File: src/rtl/emesh_pkg.sv
// Shared emesh definitions: packet width, packet field offsets and the
// output-stage state type used by emesh muxes and arbiters.
package emesh_pkg;

  localparam int EMESH_PW_32 = 104;

  localparam int WRITE_BIT    = 0;
  localparam int DATAMODE_LSB = 1;
  localparam int DATAMODE_MSB = 2;
  localparam int CTRLMODE_LSB = 3;
  localparam int CTRLMODE_MSB = 7;
  localparam int DSTADDR_LSB  = 8;
  localparam int DSTADDR_MSB  = 39;
  localparam int DATA_LSB     = 40;
  localparam int DATA_MSB     = 71;
  localparam int SRCADDR_LSB  = 72;
  localparam int SRCADDR_MSB  = 103;

  typedef enum logic {
    EMPTY = 1'b0,
    FULL  = 1'b1
  } emesh_out_state_t;

endpackage

File: src/rtl/emesh_rr_arbiter_if.sv
// Request and output channel bundle of the emesh round-robin arbiter.
// The arbiter uses the slave modport; requesters/downstream use master.
interface emesh_rr_arbiter_if #(
  parameter int N  = 4,
  parameter int PW = 104
) ();

  logic [N-1:0]         access_in;
  logic [N*PW-1:0]      packet_in;
  logic [N-1:0]         wait_out;
  logic                 access_out;
  logic [PW-1:0]        packet_out;
  logic                 wait_in;
  logic [$clog2(N)-1:0] grant_id;

  modport slave (
    input  access_in, packet_in, wait_in,
    output wait_out, access_out, packet_out, grant_id
  );

  modport master (
    output access_in, packet_in, wait_in,
    input  wait_out, access_out, packet_out, grant_id
  );

endinterface

File: src/rtl/emesh_rr_pick.sv
// Combinational round-robin pick: rotate requests so ptr sits at bit 0,
// priority-encode the lowest set bit, then add ptr back modulo N.
module emesh_rr_pick #(
  parameter int N = 4,
  localparam int W = (N > 1) ? $clog2(N) : 1
) (
  input  logic [N-1:0] req,
  input  logic [W-1:0] ptr,
  output logic         valid,
  output logic [W-1:0] winner
);

  logic [2*N-1:0] doubled;
  logic [N-1:0]   rotated;
  logic [W-1:0]   offset;
  logic [W:0]     sum;

  always_comb begin
    doubled = {req, req} >> ptr;
    rotated = doubled[N-1:0];
    valid   = |req;
    offset  = '0;
    for (int k = N - 1; k >= 0; k--) begin
      if (rotated[k]) offset = W'(k);
    end
    // ptr < N and offset < N, so a single subtraction wraps the sum
    sum = {1'b0, ptr} + {1'b0, offset};
    if (sum >= (W+1)'(N)) sum = sum - (W+1)'(N);
    winner = sum[W-1:0];
  end

endmodule

File: src/rtl/emesh_rr_arbiter.sv
// N-way round-robin arbiter onto one registered emesh packet channel.
// Optional per-requester write/read transfer counters with EMESH_ARB_STATS_EN.
module emesh_rr_arbiter
  import emesh_pkg::*;
#(
  parameter int N  = 4,
  parameter int PW = EMESH_PW_32
) (
  input  logic               clk,
  input  logic               reset,
  emesh_rr_arbiter_if.slave  bus
`ifdef EMESH_ARB_STATS_EN
  ,
  input  logic               stat_clear,
  output logic [N*32-1:0]    stat_wr_cnt,
  output logic [N*32-1:0]    stat_rd_cnt
`endif
);

  localparam int W = $clog2(N);

  emesh_out_state_t state;
  emesh_out_state_t state_nxt;
  logic [W-1:0]     ptr;
  logic [W-1:0]     winner;
  logic             pick_valid;
  logic             load;
  logic             grant;

  emesh_rr_pick #(.N(N)) u_pick (
    .req    (bus.access_in),
    .ptr    (ptr),
    .valid  (pick_valid),
    .winner (winner)
  );

  // The output register can take a packet when empty or when it drains this cycle
  always_comb begin
    load  = (state == EMPTY) || !bus.wait_in;
    grant = load && pick_valid;
    bus.wait_out = '1;
    if (!reset && grant) bus.wait_out[winner] = 1'b0;
  end

  always_comb begin
    state_nxt = state;
    case (state)
      EMPTY:   if (grant) state_nxt = FULL;
      FULL:    if (!bus.wait_in && !grant) state_nxt = EMPTY;
      default: state_nxt = EMPTY;
    endcase
  end

  assign bus.access_out = (state == FULL);

  always_ff @(posedge clk) begin
    if (reset) begin
      state          <= EMPTY;
      ptr            <= '0;
      bus.packet_out <= '0;
      bus.grant_id   <= '0;
    end else begin
      state <= state_nxt;
      if (grant) begin
        bus.packet_out <= bus.packet_in[winner*PW +: PW];
        bus.grant_id   <= winner;
        ptr            <= (winner == W'(N - 1)) ? '0 : winner + 1'b1;
      end
    end
  end

`ifdef EMESH_ARB_STATS_EN
  // Clear wins over a coincident transfer so software sees a clean zero
  always_ff @(posedge clk) begin
    if (reset || stat_clear) begin
      stat_wr_cnt <= '0;
      stat_rd_cnt <= '0;
    end else begin
      for (int i = 0; i < N; i++) begin
        if (grant && (winner == W'(i))) begin
          if (bus.packet_in[i*PW + WRITE_BIT])
            stat_wr_cnt[i*32 +: 32] <= stat_wr_cnt[i*32 +: 32] + 32'd1;
          else
            stat_rd_cnt[i*32 +: 32] <= stat_rd_cnt[i*32 +: 32] + 32'd1;
        end
      end
    end
  end
`endif

endmodule

File: src/flat_wrapper.sv
// flat-port wrapper written by rule: the top's interface ports become plain ports
module emesh_rr_arbiter_flat import emesh_pkg::*;
#(
  parameter int N  = 4,
  parameter int PW = EMESH_PW_32
)
  (clk, reset, bus_access_in, bus_packet_in, bus_wait_in, bus_wait_out, bus_access_out, bus_packet_out, bus_grant_id);
  emesh_rr_arbiter_if #(.N(N), .PW(PW)) bus_i ();
  input  logic clk;
  input  logic reset;
  input wire logic [$bits(bus_i.access_in)-1:0] bus_access_in;
  input wire logic [$bits(bus_i.packet_in)-1:0] bus_packet_in;
  input wire logic [$bits(bus_i.wait_in)-1:0] bus_wait_in;
  output wire logic [$bits(bus_i.wait_out)-1:0] bus_wait_out;
  output wire logic [$bits(bus_i.access_out)-1:0] bus_access_out;
  output wire logic [$bits(bus_i.packet_out)-1:0] bus_packet_out;
  output wire logic [$bits(bus_i.grant_id)-1:0] bus_grant_id;
  assign bus_i.access_in = bus_access_in;
  assign bus_i.packet_in = bus_packet_in;
  assign bus_i.wait_in = bus_wait_in;
  assign bus_wait_out = bus_i.wait_out;
  assign bus_access_out = bus_i.access_out;
  assign bus_packet_out = bus_i.packet_out;
  assign bus_grant_id = bus_i.grant_id;
  emesh_rr_arbiter #(.N(N), .PW(PW)) u_core (.clk(clk), .reset(reset), .bus(bus_i));
endmodule
File: config.mk
export PLATFORM = sky130hd
export DESIGN_NAME = emesh_rr_arbiter_flat
export DESIGN_NICKNAME = d
export VERILOG_FILES = /design/src/rtl/emesh_pkg.sv /design/src/rtl/emesh_rr_arbiter_if.sv /design/src/rtl/emesh_rr_pick.sv /design/src/rtl/emesh_rr_arbiter.sv /design/src/flat_wrapper.sv
export SDC_FILE = /design/constraint.sdc
export NUM_CORES = 1
export LEC_CHECK = 0
export CAP_MARGIN = 40
export CORE_AREA = 3 3 206 208
export CTS_CLUSTER_SIZE = 14
export DETAILED_ROUTE_END_ITERATION = 10
export DIE_AREA = 0 0 209 211
export PLACE_DENSITY = 0.45
export SLEW_MARGIN = 20
export SYNTH_ARGS = -nofsm -noshare
export SYNTH_HDL_FRONTEND = slang
export SYNTH_HIERARCHICAL = 1
export SYNTH_SLANG_ARGS = --single-unit
File: constraint.sdc
create_clock -name clk -period 7.2 [get_ports clk]
set_input_delay 1.44 -clock clk [delete_from_list [all_inputs] [get_ports clk]]
set_output_delay 1.44 -clock clk [all_outputs]
set_load 0.005 [all_outputs]
==> results of run 1 <==
## worst max-delay path, cell delays in order
cell	delay (ps)
clkdlybuf4s50_1	570
inv_1	100
nor3_1	140
a31oi_1	60
o211ai_1	290
ha_4	180
xor2_1	240
xnor2_2	200
inv_1	110
ha_1	190
nand2_1	60
clkdlybuf4s50_1	500
## logic make-up (layout without fill, tap and decap cells)
family                   count (synthesis)  count (layout)  share of synthesized area (%)
flip-flops                             109             109                          36.08
AND/OR/NAND/NOR                         26              26                          2.090
buffers and inverters                   51             561                          4.655
XOR/XNOR                                 2               2                         0.2897
AO/OA/AOI/OAI                          113             113                          16.30
multiplexers                           109             109                          39.55
adder cells (fa/ha/maj)                  5               5                          1.034
## worst max path at each step
stage	endpoint	cells after the start	slack [ps]
floorplan	bus_wait_out[0]	13	2470
global placement	bus_wait_out[0]	12	1760
detailed placement	bus_wait_out[0]	12	1670
CTS	bus_wait_out[0]	12	1650
global route	bus_wait_out[1]	12	1430
finish	bus_wait_out[0]	12	1670
## metrics by stage
step / util, % / std cells / hold WS [ps] / setup slack, ps
2_1_floorplan: - / 415 / 466.0 / 2471
3_3_place_gp: 29.16 / 1441 / 460.1 / 1758
3_5_place_dp: 29.16 / 1441 / 461.8 / 1671
4_1_cts: 29.90 / 1455 / 478.6 / 1648
5_1_grt: 30.04 / 1457 / 486.0 / 1427
6_report: 30.04 / 1457 / 476.0 / 1667
## sequential cells by signal, indices dropped and copies added, names as in the netlist
| name | flops |
|---|---|
| u_core/bus.access_out | 1 |
| u_core/bus.grant_id | 2 |
| u_core/ptr | 2 |
| u_core/bus.packet_out | 104 |
## area by class of cell
| type | count | area, um^2 |
|---|---|---|
| Fill cell | 4184 | 28500 |
| Timing Repair Buffer | 544 | 5458 |
| Multi-Input combinational cell | 255 | 3617 |
| Sequential cell | 109 | 2182 |
| Tap cell | 532 | 665.6 |
| Clock buffer | 9 | 225.2 |
| Clock inverter | 5 | 77.57 |
| Inverter | 3 | 11.26 |
## where the power goes
part           internal [W]  switching [W]
clock              0.000300       0.000241
combinational       0.00183        0.00112
sequential         0.000859       0.000152
## synth_stat cells, drive strengths merged, types with 2 or more instances
cell / instances
nand2b: 2
buf: 37
a21oi: 3
mux4: 104
inv: 3
nor3: 2
a22o: 104
nand2: 6
dfxtp: 109
ha: 5
nor3b: 2
nor2: 10
clkbuf: 11
mux2i: 5
## metal layers
layer	share of wire, %	track usage [%]
met1	39	15.33
met2	52	24.13
met3	8.2	4.872
met4	0.74	2.286
met5	0	0
==> flow_metrics.tcl, run 1 <==
set metrics [dict create \
    synth_top_area_cell "mux4_2" \
    drc 0 \
    hold_depth 1 \
    r2r-start "u_core/ptr[0]" \
    synthArstFlopShare_pct 0 \
    endpoint_kind "primary output" \
    layout_commonest_cell "clkdlybuf4s50_1" \
    numCtsBuffers 9 \
    ctsHoldBuffers 0 \
    p_leak_nw 4.403 \
    hold_path_end "u_core/bus.packet_out[71]" \
    fin_setup_tns_ps 0 \
    setup-violations-final 0 \
    clock_sinks 109 \
    num_vias 6019 \
    rows 74 \
    synth_area_um2 6048 \
    synth_cells 415 \
    synth.area.top_cells "mux4_2 39%, dfxtp_1 36%, a22o_1 15%" \
    power_w 0.004498 \
    netlist.area_leader.share_pct 38.73 \
    cts_resized 0 \
    viasPerCell 4.131 \
    grt_max_degree 59 \
    area_delta_synth_final_pct 102.3 \
    crit_path_start "bus_access_in[1]" \
    nets 1350 \
    io_pins 534 \
    dp_hpwl_mm 24.60 \
    die_area_um2 44100 \
    finalClockSkew_ps 7.581 \
    finalHoldViolCount 0 \
    ff2ff_setup_slack_ps 3640 \
    port_buffers 533 \
    die_x_um 209 \
    grt_pass1_wl_mm 44.28 \
    ys_ff_latch 109 \
    maxCapViolCount 0 \
    drtAntennaViolNets 0 \
    worst_ep_required_time_ps 5760 \
    coreArea_um2 40740 \
    cts-root-buf "clkbuf_16" \
    fp.dieH_um 211 \
    ys_seq_area_share_pct 36.08 \
    ir_drop_mv 0.5130 \
    totalWireLength_mm 30.50 \
    synth_fp_nets 843 \
    ff2ff_path_depth 8 \
    drive_gt1_share_pct 14.59 \
    crit_type "input pin to primary output" \
    start_util_pct 14.85 \
    drt_iter0_drc 257 \
    min-delay-start "u_core/bus.packet_out[71]" \
    diodes 0 \
    finalCritPeriodShare_pct 76.85 \
    first_pass_iters 4 \
    stdcell_area_um2 12240 \
    mostFrequentLayoutCells "533 x clkdlybuf4s50_1, 109 x dfxtp_1, 104 x mux4_2, 104 x a22o_1" \
    dpl_cell_area_um2 11880 \
    cts_tree "yes" \
    hold_class "flop to flop" \
    grt_pass1_vias 6559 \
    path_max_fanout 5 \
    synth_flop_cell "dfxtp_1" \
    wl_per_cell_um 20.93 \
    clk-insertion-delay-late_ps 370 \
    crit_arrival_ps 4090 \
    power_density_nw_per_um2 367.6 \
    r2r-end "u_core/bus.packet_out[27]" \
    synthDistinctLibCells 31 \
    place.gp.congestion 0.7768 \
    synth-edff-count 0 \
    start_kind "input pin" \
    yosys_warnings 6 \
    postSynthAreaPerCell_um2 14.57 \
    worst_pin_slew_ps 794.4 \
    fmax_ghz 0.1807 \
    clk_pin_slew_worst_paths_ps 70 \
    status "finished clean" \
    htreeDepth 3 \
    post_cts_buffers 0 \
    antenna_found_initial 0 \
    rsz0062_at_grt "no" \
    slew_headroom_pct 47.04 \
    drv_slew 0 \
    clock_path_buffers 2 \
    grt_remaining_overflow 0 \
    grt_use_total_pct 13.34 \
    fin_crit_ps 5533 \
]
(Power assumes the default switching activity.)
==> inputs of run 2 (changes only) <==
- clock period: 7.2 -> 5.12 ns (I/O delays scaled with it)
==> run 2 against run 1 <==
Register-to-register slack lost 1800 ps. Setup slack lost 1200 ps. Non-clock buffer count shrank 2. Sequential power grew 40%. Total power grew 37%. Final area shrank 0.74%. Final cell count shrank 0.14%. Clock power grew 26%. Die area is the same. Clock skew grew 3.4 ps. Combinational power grew 38%. First-iteration DRC count shrank 15%. Critical endpoint unchanged.
==> flow_metrics.tcl, run 2 (synthesized netlist as in run 1, its figures left out) <==
set metrics [dict create \
    maxCapViolCount 0 \
    largest-register "u_core/bus.packet_out" \
    slowest_stage "clkdlybuf4s50_1" \
    fin_crit_ps 4660 \
    drc 0 \
    ff2ff_path_depth 8 \
    port_buffers 533 \
    place.gp.congestion 0.7633 \
    area_delta_synth_final_pct 100.8 \
    slowest_delay_ps 630 \
    fmax_ghz 0.2146 \
    largest_register_ffs 104 \
    post_cts_buffers 0 \
    ir_drop_mv 0.5090 \
    totalWireLength_mm 29.90 \
    path_common_cell "clkdlybuf4s50_1" \
    layout_commonest_cell "clkdlybuf4s50_1" \
    start_kind "input pin" \
    antenna_found_initial 1 \
    grt_max_degree 56 \
    drtAntennaViolNets 0 \
    drv_slew 0 \
    cts_tree "yes" \
    reg_top3 "u_core/bus.packet_out (104), u_core/bus.grant_id (2), u_core/ptr (2)" \
    numCtsBuffers 9 \
    cts-root-buf "clkbuf_16" \
    crit_arrival_ps 3640 \
    path_max_fanout 7 \
    clk_pin_slew_worst_paths_ps 80 \
    nets 1348 \
    worst_ep_required_time_ps 4100 \
    fin_setup_tns_ps 0 \
    first_pass_iters 5 \
    p_leak_nw 4.360 \
    viasPerCell 4.126 \
    drive_gt1_share_pct 14.30 \
    dp_hpwl_mm 24.14 \
    grt_use_total_pct 12.90 \
    diodes 0 \
    clock_sinks 109 \
    clk-insertion-delay-late_ps 370 \
    grt_pass1_vias 6289 \
    fp.dieH_um 211 \
    path_depth 12 \
    crit_family "buffers and inverters" \
    rsz0062_at_grt "no" \
    io_pins 534 \
    hold_class "flop to flop" \
    grt_pass1_wl_mm 42.61 \
    path_cells "clkdlybuf4s50_1, nor2_1, nor3_1, a21oi_1, o211ai_1, ha_4, xor2_1, xnor2_2, inv_1, ha_1, nand2_1, clkdlybuf4s50_1" \
    start_util_pct 14.85 \
    hold_depth 1 \
    critPathBufInv 3 \
    ctsHoldBuffers 0 \
    num_vias 6004 \
    cts_resized 0 \
    finalClockSkew_ps 11.03 \
    drt_iter0_drc 219 \
    finalCritPeriodShare_pct 91.01 \
    setup-violations-final 0 \
    coreArea_um2 40740 \
    wl_per_cell_um 20.55 \
    clock_path_buffers 2 \
    die_x_um 209 \
    htreeDepth 3 \
    grt_remaining_overflow 0 \
    finalHoldViolCount 0 \
    power_w 0.006166 \
    crit_type "input pin to primary output" \
    worst_pin_slew_ps 814.9 \
    fillerInstances 4178 \
    endpoint_kind "primary output" \
    rows 74 \
    slew_headroom_pct 45.67 \
    die_area_um2 44100 \
    mostFrequentLayoutCells "533 x clkdlybuf4s50_1, 109 x dfxtp_1, 104 x mux4_2, 104 x a22o_1" \
    status "finished clean" \
    power_density_nw_per_um2 507.7 \
]
==> run 2: cell count changes in the layout (fill, tap and decap cells not counted), sizes merged <==
cell and delta:
inv +1, clkbuf +1, buf -2, bufinv -2
==> run 2: final cells by class <==
cell class	count	area, um^2	share of cell area [%]
timing repair buffer	542	5415	44.58
multi-input combinational	255	3617	29.78
sequential	109	2182	17.96
tap	532	665.6	5.480
clock buffer	10	229.0	1.885
clock inverter	4	26.28	0.2163
inverter	3	11.26	0.09271
==> run 2: per-layer routing <==
layer | vias to the layer above | global-route usage [%] | routed length, um
met1 | 2924 | 14.93 | 11540
met4 | 2 | 4.018 | 467
met3 | 20 | 4.233 | 2606
li1 | 2764 | - | -
met5 | - | 0 | 14
met2 | 294 | 22.66 | 15270
==> run 2: stage by stage <==
stage | std cells | instance area [um^2] | hold slack (ps) | worst slack (ps) | util, %
finish | 1455 | 12150 | 475.4 | 460.3 | 29.82
global route | 1455 | 12150 | 491.9 | 277.5 | 29.82
CTS | 1455 | 12150 | 483.3 | 451.8 | 29.82
detailed placement | 1441 | 11890 | 462.4 | 474.4 | 29.19
global placement | 1441 | 11890 | 459.8 | 530.3 | 29.19
floorplan | 415 | 6048 | 466.0 | 1223 | -
==> run 2: worst reg2reg max path: stages, from the launching register on <==
cell      delay (ps)
dfxtp_1          560
nor3b_1          110
o21ai_0          170
o211ai_1         160
ha_4             360
buf_4            370
buf_4            600
mux4_2           600
a22o_1           190
==> run 2: path summary, 6_finish.rpt <==
path | startpoint | endpoint | slack (ps)
min | u_core/bus.packet_out[71] | u_core/bus.packet_out[71] | 480
min reg2reg | u_core/bus.packet_out[71] | u_core/bus.packet_out[71] | 480
max | bus_access_in[2] | bus_wait_out[0] | 460
max reg2reg | u_core/ptr[0] | u_core/bus.packet_out[2] | 1890
==> run 2: power by group <==
part           internal, W  leakage (nW)  switching [W]
clock             0.000326         0.125       0.000352
combinational      0.00252          3.33        0.00156
sequential         0.00121         0.904       0.000198
total              0.00405          4.36        0.00211
==> inputs of run 3 (changes only) <==
- CORE_AREA: 3 3 206 208 -> 2 2 205 207
- DIE_AREA: 0 0 209 211 -> 0 0 207 209
==> run 3 against run 2 <==
Total power rose by 3.2%. Clock power rose by 15%. Sequential cell count did not move. Maximum frequency fell by 5.0%. Final area rose by 0.77%. Die area fell by 1.9%. Critical path depth did not move. Global-route usage rose by 0.65 points. Sequential power barely moved. Sequential share of layout area fell by 0.14 points. Non-clock buffer count did not move.
==> flow_metrics.tcl, run 3 (synthesized netlist as in run 1, its figures left out) <==
set metrics [dict create \
    first_pass_iters 4 \
    worst_pin_slew_ps 805.9 \
    maxCapViolCount 0 \
    cts-root-buf "clkbuf_16" \
    slew_headroom_pct 46.27 \
    clock_sinks 109 \
    wl_per_cell_um 20.49 \
    endpoint_kind "primary output" \
    grt_pass1_wl_mm 43.82 \
    path_max_fanout 9 \
    area_delta_synth_final_pct 102.4 \
    largest-register "u_core/bus.packet_out" \
    num_vias 6037 \
    drive_gt1_share_pct 14.50 \
    clock_path_buffers 2 \
    hold_class "flop to flop" \
    fmax_ghz 0.2038 \
    fillerInstances 4228 \
    status "finished clean" \
    port_buffers 533 \
    fin_crit_ps 4906 \
    start_util_pct 14.65 \
    worst_ep_required_time_ps 4100 \
    seqCellArea_um2 2182 \
    clk-insertion-delay-late_ps 380 \
    clk_pin_slew_worst_paths_ps 80 \
    grt_use_total_pct 13.55 \
    grt_remaining_overflow 0 \
    power_density_nw_per_um2 519.8 \
    dpl_cell_area_um2 11930 \
    stdcell_area_um2 12240 \
    drtAntennaViolNets 0 \
    post_cts_buffers 0 \
    routed-wl-met3_mm 2.562 \
    drv_slew 0 \
    finalCritPeriodShare_pct 95.82 \
    rsz0062_at_grt "no" \
    reg_top3 "u_core/bus.packet_out (104), u_core/bus.grant_id (2), u_core/ptr (2)" \
    start_kind "input pin" \
    htreeDepth 3 \
    grt_pass1_vias 6588 \
    viasPerCell 4.126 \
    setup-violations-final 0 \
    largest_register_ffs 104 \
    drt_iter0_drc 216 \
    place.gp.congestion 0.7992 \
    cts_resized 0 \
    antenna_found_initial 2 \
    die_x_um 207 \
    totalWireLength_mm 29.98 \
    layout_commonest_cell "clkdlybuf4s50_1" \
    ctsHoldBuffers 0 \
    nets 1348 \
    drc 0 \
    multiInputGateArea_um2 3617 \
    numCtsBuffers 9 \
    die_area_um2 43260 \
    coreArea_um2 41290 \
    diodes 0 \
    ir_drop_mv 0.3231 \
    crit_type "input pin to primary output" \
    finalHoldViolCount 0 \
    final_util_pct 29.65 \
    crit_arrival_ps 3880 \
    dp_hpwl_mm 24.06 \
    dr.max_layer_used "met5" \
    dp_cells 1448 \
    final_cells 1463 \
    io_pins 534 \
    fp.dieH_um 209 \
    route.met2.wl_mm 14.97 \
    rows 75 \
    grt_max_degree 61 \
    finalClockSkew_ps 7.677 \
    met1_length_mm 11.99 \
    p_leak_nw 4.395 \
    cts_tree "yes" \
    fin_setup_tns_ps 0 \
    mostFrequentLayoutCells "533 x clkdlybuf4s50_1, 109 x dfxtp_1, 104 x mux4_2, 104 x a22o_1" \
]
## run 3: per-layer routing
layer | up-vias | GRT usage, %
met2 | 296 | 23.44
li1 | 2771 | -
met5 | - | 0
met4 | 4 | 3.892
met1 | 2941 | 15.60
met3 | 25 | 5.050
## run 3: stage by stage
step | hold WS, ps | setup WS (ps) | total power (W)
6_report | 482.4 | 214.2 | 0.006363
5_1_grt | 492.6 | 38.42 | 0.006775
4_1_cts | 487.2 | 226.4 | 0.006526
3_5_place_dp | 463.2 | 239.6 | 0.005682
3_3_place_gp | 458.6 | 336.1 | 0.005662
2_1_floorplan | 466.0 | 1223 | 0.004040
## run 3: critical path, cell delays in order
cell             delay, ps
clkdlybuf4s50_1        530
nor2_1                 200
nor3_1                  70
a21oi_1                170
o211ai_1               150
ha_4                   190
xor2_1                 160
xnor2_2                470
inv_1                  140
ha_1                   220
nand2_1                 60
clkdlybuf4s50_1        500
## run 3: final cells by class
type,count,area share [%]
inverter,3,0.09200
clock inverter,4,0.4498
timing repair buffer,542,44.51
sequential,109,17.83
multi-input combinational,255,29.55
tap,539,5.510
clock buffer,11,2.065
## run 3: worst paths after layout
| check | start | to | slack (ps) | cells past startpoint |
|---|---|---|---|---|
| worst min-delay path | u_core/bus.packet_out[72] | u_core/bus.packet_out[72] | 480 | 1 |
| worst min register to register | u_core/bus.packet_out[72] | u_core/bus.packet_out[72] | 480 | 1 |
| worst max-delay path | bus_access_in[2] | bus_wait_out[0] | 210 | 12 |
| worst max register to register | u_core/ptr[0] | u_core/bus.packet_out[27] | 1680 | 10 |
## run 3: report_power, final
group          switching [W]  total [W]  internal, W
Sequential          0.000200    0.00141      0.00121
Clock               0.000371   0.000780     0.000408
Combinational        0.00161    0.00418      0.00256
Total                0.00219    0.00636      0.00418
